`src/rtl/bp_update_scheduler_pkg.sv`:
```
// Shared types for the branch-predictor update path: queued update record and scheduler states.
// No logic; no latency.
// No flow control of its own.
package rv32i_types;

  typedef struct packed {
    logic [31:0] pc;
    logic [31:0] target;
    logic [1:0]  counter;
  } bp_update_t;

  typedef enum logic [1:0] {
    IDLE  = 2'd0,
    PEND  = 2'd1,
    FORCE = 2'd2
  } bp_sched_state_t;

endpackage

```
`src/rtl/bp_update_scheduler_fifo.sv`:
```
// Circular buffer of pending predictor updates, head exposed combinationally.
// Latency: a push is visible at the head one cycle later. Push/pop may occur in the same cycle.
// Backpressure: the caller must not push when count==DEPTH or pop when empty.
module bp_update_fifo
  import rv32i_types::*;
#(
  parameter int DEPTH = 4
) (
  input  logic                     i_clk,
  input  logic                     i_rst_n,
  input  logic                     i_push,
  input  bp_update_t               i_push_dat,
  input  logic                     i_pop,
  output bp_update_t               o_head,
  output logic [$clog2(DEPTH):0]   o_count
);

  localparam int PTR_W = $clog2(DEPTH);
  localparam int CNT_W = PTR_W + 1;

  bp_update_t       r_mem [DEPTH];
  logic [PTR_W-1:0] r_wr_ptr;
  logic [PTR_W-1:0] r_rd_ptr;
  logic [CNT_W-1:0] r_count;

  // Storage needs no reset; occupancy is tracked by the pointers and count.
  always_ff @(posedge i_clk) begin
    if (i_push) begin
      r_mem[r_wr_ptr] <= i_push_dat;
    end
  end

  always_ff @(posedge i_clk or negedge i_rst_n) begin
    if (!i_rst_n) begin
      r_wr_ptr <= '0;
      r_rd_ptr <= '0;
      r_count  <= '0;
    end else begin
      if (i_push) r_wr_ptr <= r_wr_ptr + PTR_W'(1);
      if (i_pop)  r_rd_ptr <= r_rd_ptr + PTR_W'(1);
      case ({i_push, i_pop})
        2'b10:   r_count <= r_count + CNT_W'(1);
        2'b01:   r_count <= r_count - CNT_W'(1);
        default: r_count <= r_count;
      endcase
    end
  end

  assign o_head  = r_mem[r_rd_ptr];
  assign o_count = r_count;

endmodule

```
`src/rtl/bp_update_scheduler.sv`:
```
// Queues resolved-branch updates and writes them into the single-ported predictor table when IF is idle.
// Latency: an accepted update can be written the following cycle at the earliest. Optional starve forcing: BP_UPD_STARVE_EN.
// Backpressure: upd_ready low while the queue is full; IF lookups are denied while a forced drain runs.
module bp_update_scheduler
  import rv32i_types::*;
#(
  parameter int s_index      = 10,
  parameter int DEPTH        = 4,
  parameter int STARVE_LIMIT = 8
) (
  input  logic                   clk,
  input  logic                   rst,
  input  logic                   upd_valid,
  input  logic [31:0]            upd_pc,
  input  logic [31:0]            upd_target,
  input  logic [1:0]             upd_counter,
  output logic                   upd_ready,
  input  logic                   if_lookup_req,
  output logic                   if_lookup_gnt,
  output logic                   tbl_we,
  output logic [s_index-1:0]     tbl_windex,
  output logic [31:0]            tbl_wtag,
  output logic [31:0]            tbl_wtarget,
  output logic [1:0]             tbl_wcounter,
  output logic [$clog2(DEPTH):0] q_count
);

  localparam int CNT_W = $clog2(DEPTH) + 1;

  bp_sched_state_t  r_state;
  bp_sched_state_t  w_state_next;
  bp_update_t       w_push_dat;
  bp_update_t       w_head;
  logic [CNT_W-1:0] w_count;
  logic [CNT_W-1:0] w_count_next;
  logic             w_push;
  logic             w_empty;
  logic             w_write_slot;
  logic             w_starve_hit;

  assign w_push_dat = '{pc: upd_pc, target: upd_target, counter: upd_counter};
  assign upd_ready  = (w_count < CNT_W'(DEPTH));
  assign w_push     = upd_valid && upd_ready;
  assign w_empty    = (w_count == '0);
  assign w_write_slot = !w_empty && (!if_lookup_req || (r_state == FORCE));

  always_comb begin
    w_count_next = w_count;
    case ({w_push, w_write_slot})
      2'b10:   w_count_next = w_count + CNT_W'(1);
      2'b01:   w_count_next = w_count - CNT_W'(1);
      default: w_count_next = w_count;
    endcase
  end

  bp_update_fifo #(
    .DEPTH (DEPTH)
  ) u_fifo (
    .i_clk      (clk),
    .i_rst_n    (rst),
    .i_push     (w_push),
    .i_push_dat (w_push_dat),
    .i_pop      (w_write_slot),
    .o_head     (w_head),
    .o_count    (w_count)
  );

`ifdef BP_UPD_STARVE_EN
  localparam int ST_W = $clog2(STARVE_LIMIT) + 1;

  logic [ST_W-1:0] r_starve;
  logic [ST_W-1:0] w_starve_next;

  always_comb begin
    w_starve_next = r_starve;
    if (w_empty || w_write_slot) begin
      w_starve_next = '0;
    end else if (r_starve != ST_W'(STARVE_LIMIT)) begin
      w_starve_next = r_starve + ST_W'(1);
    end
  end

  always_ff @(posedge clk or negedge rst) begin
    if (!rst) r_starve <= '0;
    else      r_starve <= w_starve_next;
  end

  // Forcing takes effect on the edge where the count reaches the limit.
  assign w_starve_hit = (w_starve_next == ST_W'(STARVE_LIMIT));
`else
  // Without the starve counter only a full queue forces a drain; a zero limit is not a legal setting.
  assign w_starve_hit = (STARVE_LIMIT == 0);
`endif

  always_ff @(posedge clk or negedge rst) begin
    if (!rst) r_state <= IDLE;
    else      r_state <= w_state_next;
  end

  always_comb begin
    w_state_next = r_state;
    case (r_state)
      IDLE: begin
        if (w_push) w_state_next = PEND;
      end
      PEND: begin
        if (w_count_next == '0)
          w_state_next = IDLE;
        else if ((w_count_next == CNT_W'(DEPTH)) || w_starve_hit)
          w_state_next = FORCE;
      end
      FORCE: begin
        if (w_count_next == '0)
          w_state_next = IDLE;
        else if (w_count_next <= CNT_W'(DEPTH / 2))
          w_state_next = PEND;
      end
      default: w_state_next = IDLE;
    endcase
  end

  always_comb begin
    tbl_we        = w_write_slot;
    if_lookup_gnt = if_lookup_req && !w_write_slot;
    tbl_windex    = '0;
    tbl_wtag      = '0;
    tbl_wtarget   = '0;
    tbl_wcounter  = '0;
    if (w_write_slot) begin
      tbl_windex   = w_head.pc[s_index+1:2];
      tbl_wtag     = w_head.pc;
      tbl_wtarget  = w_head.target;
      tbl_wcounter = w_head.counter;
    end
  end

  assign q_count = w_count;

endmodule

```
`config.mk`:
```
export PLATFORM = sky130hd
export DESIGN_NAME = bp_update_scheduler
export DESIGN_NICKNAME = d
export VERILOG_FILES = /design/src/rtl/bp_update_scheduler_pkg.sv /design/src/rtl/bp_update_scheduler_fifo.sv /design/src/rtl/bp_update_scheduler.sv
export SDC_FILE = /design/constraint.sdc
export NUM_CORES = 1
export LEC_CHECK = 0
export CAP_MARGIN = 20
export CORE_UTILIZATION = 35
export CTS_CLUSTER_SIZE = 20
export DETAILED_ROUTE_END_ITERATION = 10
export PLACE_DENSITY = 0.52
export SLEW_MARGIN = 20
export SYNTH_ARGS = -nofsm -noshare
export SYNTH_HDL_FRONTEND = slang
export SYNTH_HIERARCHICAL = 1
export SYNTH_SLANG_ARGS = --single-unit
```
`constraint.sdc`:
```
create_clock -name clk -period 5.32 [get_ports clk]
set_clock_uncertainty 0.1 [all_clocks]
set_input_delay 1.064 -clock clk [delete_from_list [all_inputs] [get_ports clk]]
set_output_delay 1.064 -clock clk [all_outputs]
set_load 0.005 [all_outputs]
```
# Yosys cells after proc, flatten, opt, wreduce, memory -nomap -nowiden
# Memories as Yosys holds them, arrays and structs flattened.
# Cells that the tools add are included.
[classes]
add_sub_neg = 4
magnitude_cmp = 2
eq_ne = 8
mux = 13
reduce_logical = 11
[op_table]
columns = ["cell", "n"]
rows = [
  ["$mux W32", 2],
  ["$mux W2", 6],
  ["$mux W10", 1],
  ["$logic_not A3 Y1", 2],
  ["$pmux W2 S3", 1],
  ["$pmux W3 S2", 1],
  ["$add A2 B1 Y2 const B", 2],
  ["$eq A2 B1 Y1 const B", 2],
  ["$eq A2 B2 Y1 const B", 2],
  ["$add A3 B1 Y3 const B", 1],
  ["$eq A3 B3 Y1 const B", 1],
  ["$le A3 B2 Y1 const B", 1],
  ["$logic_and A1 B1 Y1", 3],
  ["$logic_not A1 Y1", 3],
  ["$lt A3 B3 Y1 const B", 1],
  ["$ne A3 B1 Y1 const B", 1],
  ["$ne A3 B3 Y1 const B", 1],
  ["$reduce_and A3 Y1", 1],
  ["$sub A3 B1 Y3 const B", 1],
  ["$logic_not A2 Y1", 1],
  ["$mux W1", 2],
  ["$ne A2 B1 Y1 const B", 1],
  ["$logic_or A1 B1 Y1", 1],
]
[totals]
regBits = 9
mem_bits_rw = 264
input_bits = 70
memories = 1
[mem_list]
columns = ["memory", "words", "width", "read_ports", "rd_clocked_by_memory_dff", "wr", "line", "text"]
rows = [
  ["u_fifo.r_mem", 4, 66, 1, 0, 1, "bp_update_scheduler_fifo.sv:21", "bp_update_t r_mem [DEPTH];"],
]

# Depth between registers and ports, before layout
[depth]
ltp_word = 9
ltp_mapped = 9
ltp_nobuf = 8

# Modules after synthesis
# The synthesis kept the hierarchy.
[by_module_without_submodules]
columns = ["mod", "n_inst", "cells_per_inst", "area_per_inst_um2", "seq_area_each_um2"]
rows = [
  ["bp_update_fifo", 1, 376, 9920.8, 8102.8],
  ["bp_update_scheduler", 1, 111, 778.2, 50.0],
]

# Worst setup path before layout
# No wires, ideal clock.
[synth_timing]
path_kind = "input-to-reg"
startpoint = "input port upd_valid"
endpoint = "memory u_fifo/r_mem[0][0] (netlist bit) (enable)"
arrival_time_ns = 2.877
t_required_ns = 4.789
path_slack_ns = 1.912
path_stages = 3
path_buffers = 0
cell_sequence = "nand2b_1 -> inv_1 -> and2_1"
[synth_via]
elab_chain_len = 3
[synth_lines]
columns = ["item", "line", "text"]
rows = [
  ["start, declared", "bp_update_scheduler.sv:13", "input logic upd_valid,"],
  ["$logic_and A1 B1 Y1", "bp_update_scheduler.sv:43", "assign w_push = upd_valid && upd_ready;"],
  ["named net w_push", "bp_update_scheduler.sv:36", "logic w_push;"],
  ["$mux W1", "bp_update_scheduler_fifo.sv:28", "if (i_push) begin"],
  ["$mux W1 (implied by the code)", "bp_update_scheduler_fifo.sv:29", "r_mem[r_wr_ptr] <= i_push_dat;"],
  ["end, declared", "bp_update_scheduler_fifo.sv:21", ""],
]
# The timed path passes the listed nets, and every way through them passes these cells.

# Worst setup path in the final report
[layout_timing]
startpoint = "input port if_lookup_req"
endpoint = "output port tbl_wtarget[10]"
[layout_via]
elab_chain_len = 4
[layout_lines]
columns = ["item", "line", "text"]
rows = [
  ["start, declared", "bp_update_scheduler.sv:18", "input logic if_lookup_req,"],
  ["$logic_not A1 Y1", "bp_update_scheduler.sv:45", "assign w_write_slot = !w_empty && (!if_lookup_req || (r_state == FORCE));"],
  ["$logic_or A1 B1 Y1", "bp_update_scheduler.sv:45", ""],
  ["$logic_and A1 B1 Y1", "bp_update_scheduler.sv:45", ""],
  ["$mux W32", "bp_update_scheduler.sv:129", "if (w_write_slot) begin"],
  ["end, declared", "bp_update_scheduler.sv:23", "output logic [31:0] tbl_wtarget,"],
]
# Every way passes these cells.

==> results.yml <==
finish:
  utilization_pct: 45.34
  drive_above_1_share_pct: 18.86
  final_cell_mix: "edfxtp_1 (264), clkdlybuf4s50_1 (151), and2_1 (66), mux4_2 (66), clkbuf_16 (29)"
  layout_commonest_cell: "edfxtp_1"
  multiInputGateArea_mm2: 0.002272
  seqCellArea_mm2: 0.008160
  fin_nets: 725
  area_growth_pct: 26.61
  final_area_mm2: 0.01355
  fill_cells: 2531
clocking:
  clockBufferDepth: 3
  htree_levels: 1
  cts_tree: "done"
  postCtsHoldBufs: 0
  clk_pin_slew_ns: 0.06
  root_buffer: "clkbuf_16"
  insertion_delay_ns: 0.52
  cts_resized: 0
  cts_setup_buffers: 0
  cts.sinks: 273
  numCtsBuffers: 29
run_status:
  status: "completed"
timing:
  fin_setup_tns_ns: 0
  setup_ws_ns: 0.9515
  slew_headroom_pct: 51.84
  fin_crit_ns: 4.369
  fin_crit_sh_pct: 82.12
  finalSetupViolations: 0
  final_hold_viol_count: 0
  tightest_slew_ns: 0.7224
  grt_setup_unrepaired: "no"
  fmax_ghz: 0.2289
  report.final.slew_viol_count: 0
critical_path:
  ff2ff_setup_slack_ns: 2.32
  r2r_cells: 8
  worstPathArrival_ns: 3.20
  timing.rr.start: "u_fifo/o_count[0]$_DFFE_PN0P_"
  worstSetupPathType: "in -> out"
  critical_path.max_fanout: 27
  reg2reg_to: "r_state[1]$_DFFE_PN0P_"
  cp_data_required_time_ns: 4.16
  worst_setup_path_end_kind: "primary output"
  cp-start-kind: "input port"
hold_path:
  holdPathEnd: "r_state[0]$_DFFE_PN0P_"
  hp-start: "r_state[1]$_DFFE_PN0P_"
  hold_path.class: "reg -> reg"
  hold_path_depth: 1
floorplanning:
  initial_core_util_pct: 35.81
  die_area_mm2: 0.03127
  die_w_um: 176.8
  die_y_um: 176.8
  rows: 63
  ios: 152
  core_mm2: 0.02987
routing:
  vias: 5055
  drc: 0
  drt_first_iter_violations: 231
  drtPass1Iterations: 4
  wire_per_inst_um: 19.97
  postRouteAntennaNets: 0
  drt-total-wl_um: 21150
  vias_per_cell: 4.773
placed_design:
  place_worst_setup_slack_ns: 0.8623
  dpl.hpwl_um: 12640
  post_dp_cell_area_mm2: 0.01263
  numPortBuffers: 151
  place_congestion: 0.6814
job:
  maxCapViolations: 0
grt:
  grt_usage_pct: 13.63
  antenna_found_initial: 1
  grt_pass1_wl_um: 31770
  grt_max_degree: 39
  grt_pass1_vias: 5501
  grt-ovfl-total: 0
pwr:
  power_leakage_nw: 4.395
  ir_worst_vdd_v: 0.0002162
  p_total_w: 0.007060
  p_per_area_mw_per_mm2: 521.2
synthesis:
  synth_warnings: 6
  syn-num-nets: 565
  syn_area_per_cell_um2: 21.97
  ys_ff_latch: 273
  ys_types: 30
  yosysSeqAreaShare_pct: 76.20
  synth_cells: 487
  netlist_area_mm2: 0.01070
per-layer routing:
layer  GRT usage [%]  routed length [µm]  up-vias
met1           17.09                8769     2648
met2           24.25               11080      107
met3           2.320                 924       28
met4           3.736                 377        0
met5               0                   0        -
li1                -                   -     2272
worst max path at each step:
stage	cells past startpoint	startpoint	endpoint	slack (ns)
floorplan	3	upd_valid	u_fifo/r_mem[0][0]$_DFFE_PP_	1.91
global placement	5	if_lookup_req	tbl_wtarget[23]	0.93
detailed placement	5	if_lookup_req	tbl_wtarget[3]	0.86
CTS	5	if_lookup_req	tbl_wtarget[3]	0.86
global route	5	if_lookup_req	tbl_wtarget[10]	0.77
finish	5	if_lookup_req	tbl_wtarget[10]	0.95
cell families (layout without fill, tap and decap cells):
logic type / after synthesis / in the layout / share of synthesized area [%]
AOI/OAI and AO/OA: 10 / 10 / 0.7017
xor gates and xnor gates: 7 / 7 / 0.5730
adders and majority gates: 8 / 8 / 1.076
buffers and inverters: 38 / 219 / 2.655
DFF: 273 / 273 / 76.20
muxes: 68 / 68 / 14.09
other: 0 / 1 / 0
and+or+nand+nor: 83 / 83 / 4.701
report_power, final:
| part | switching (W) | leakage, nW | internal, W |
|---|---|---|---|
| Combinational | 0.000910 | 1.44 | 0.00132 |
| Sequential | 0.000218 | 2.51 | 0.00272 |
| Clock | 0.000767 | 0.450 | 0.00113 |
| Total | 0.00189 | 4.40 | 0.00517 |
area by class of cell:
cell class                 count  area share, %
sequential                   273          60.24
multi-input combinational    176          16.77
timing repair buffer         161          12.49
clock buffer                  30          5.385
tap                          390          3.602
clock inverter                22          1.321
inverter                       6         0.1663
antenna                        1        0.01847
worst max-delay path: stages:
cell and delay [ns]:
clkdlybuf4s50_1 0.46, a22oi_4 0.61, buf_4 0.38, and2_1 0.17
clkdlybuf4s50_1 0.50
sequential cells by signal (all words and copies together), names as in the netlist:
name / count
r_state: 2
u_fifo/r_rd_ptr: 2
u_fifo/r_wr_ptr: 2
u_fifo/o_count: 3
u_fifo/r_mem: 264
synthesized netlist by cell type:
library cell,instances,share of area [%]
a21o_1,1,0.070
a21oi_1,4,0.19
a22oi_1,1,0.070
a22oi_4,1,0.20
a31o_2,1,0.082
and2_1,70,4.1
buf_1,3,0.11
buf_12,3,0.56
buf_2,5,0.23
buf_4,14,0.98
buf_6,4,0.42
clkbuf_2,3,0.14
dfrtp_1,9,2.1
edfxtp_1,264,74
fa_1,2,0.37
ha_1,6,0.70
inv_1,5,0.18
inv_2,1,0.035
mux2_2,1,0.11
mux2i_1,1,0.094
mux4_2,66,14
nand2_1,3,0.11
nand2b_1,2,0.12
nand4b_1,1,0.082
nor2_1,5,0.18
nor2b_1,1,0.059
nor3b_1,1,0.070
o21ai_0,2,0.094
xnor2_1,3,0.25
xor2_1,4,0.33
per-stage QoR:
stage,std cells,hold WS (ns)
final,1059,0.4076
after global routing,1058,0.4617
after CTS,1058,0.4137
after detailed placement,1006,0.4019
after global placement,1002,0.3785
after floorplan,487,0.3586
No activity file was read; power rests on OpenSTA's default activity.
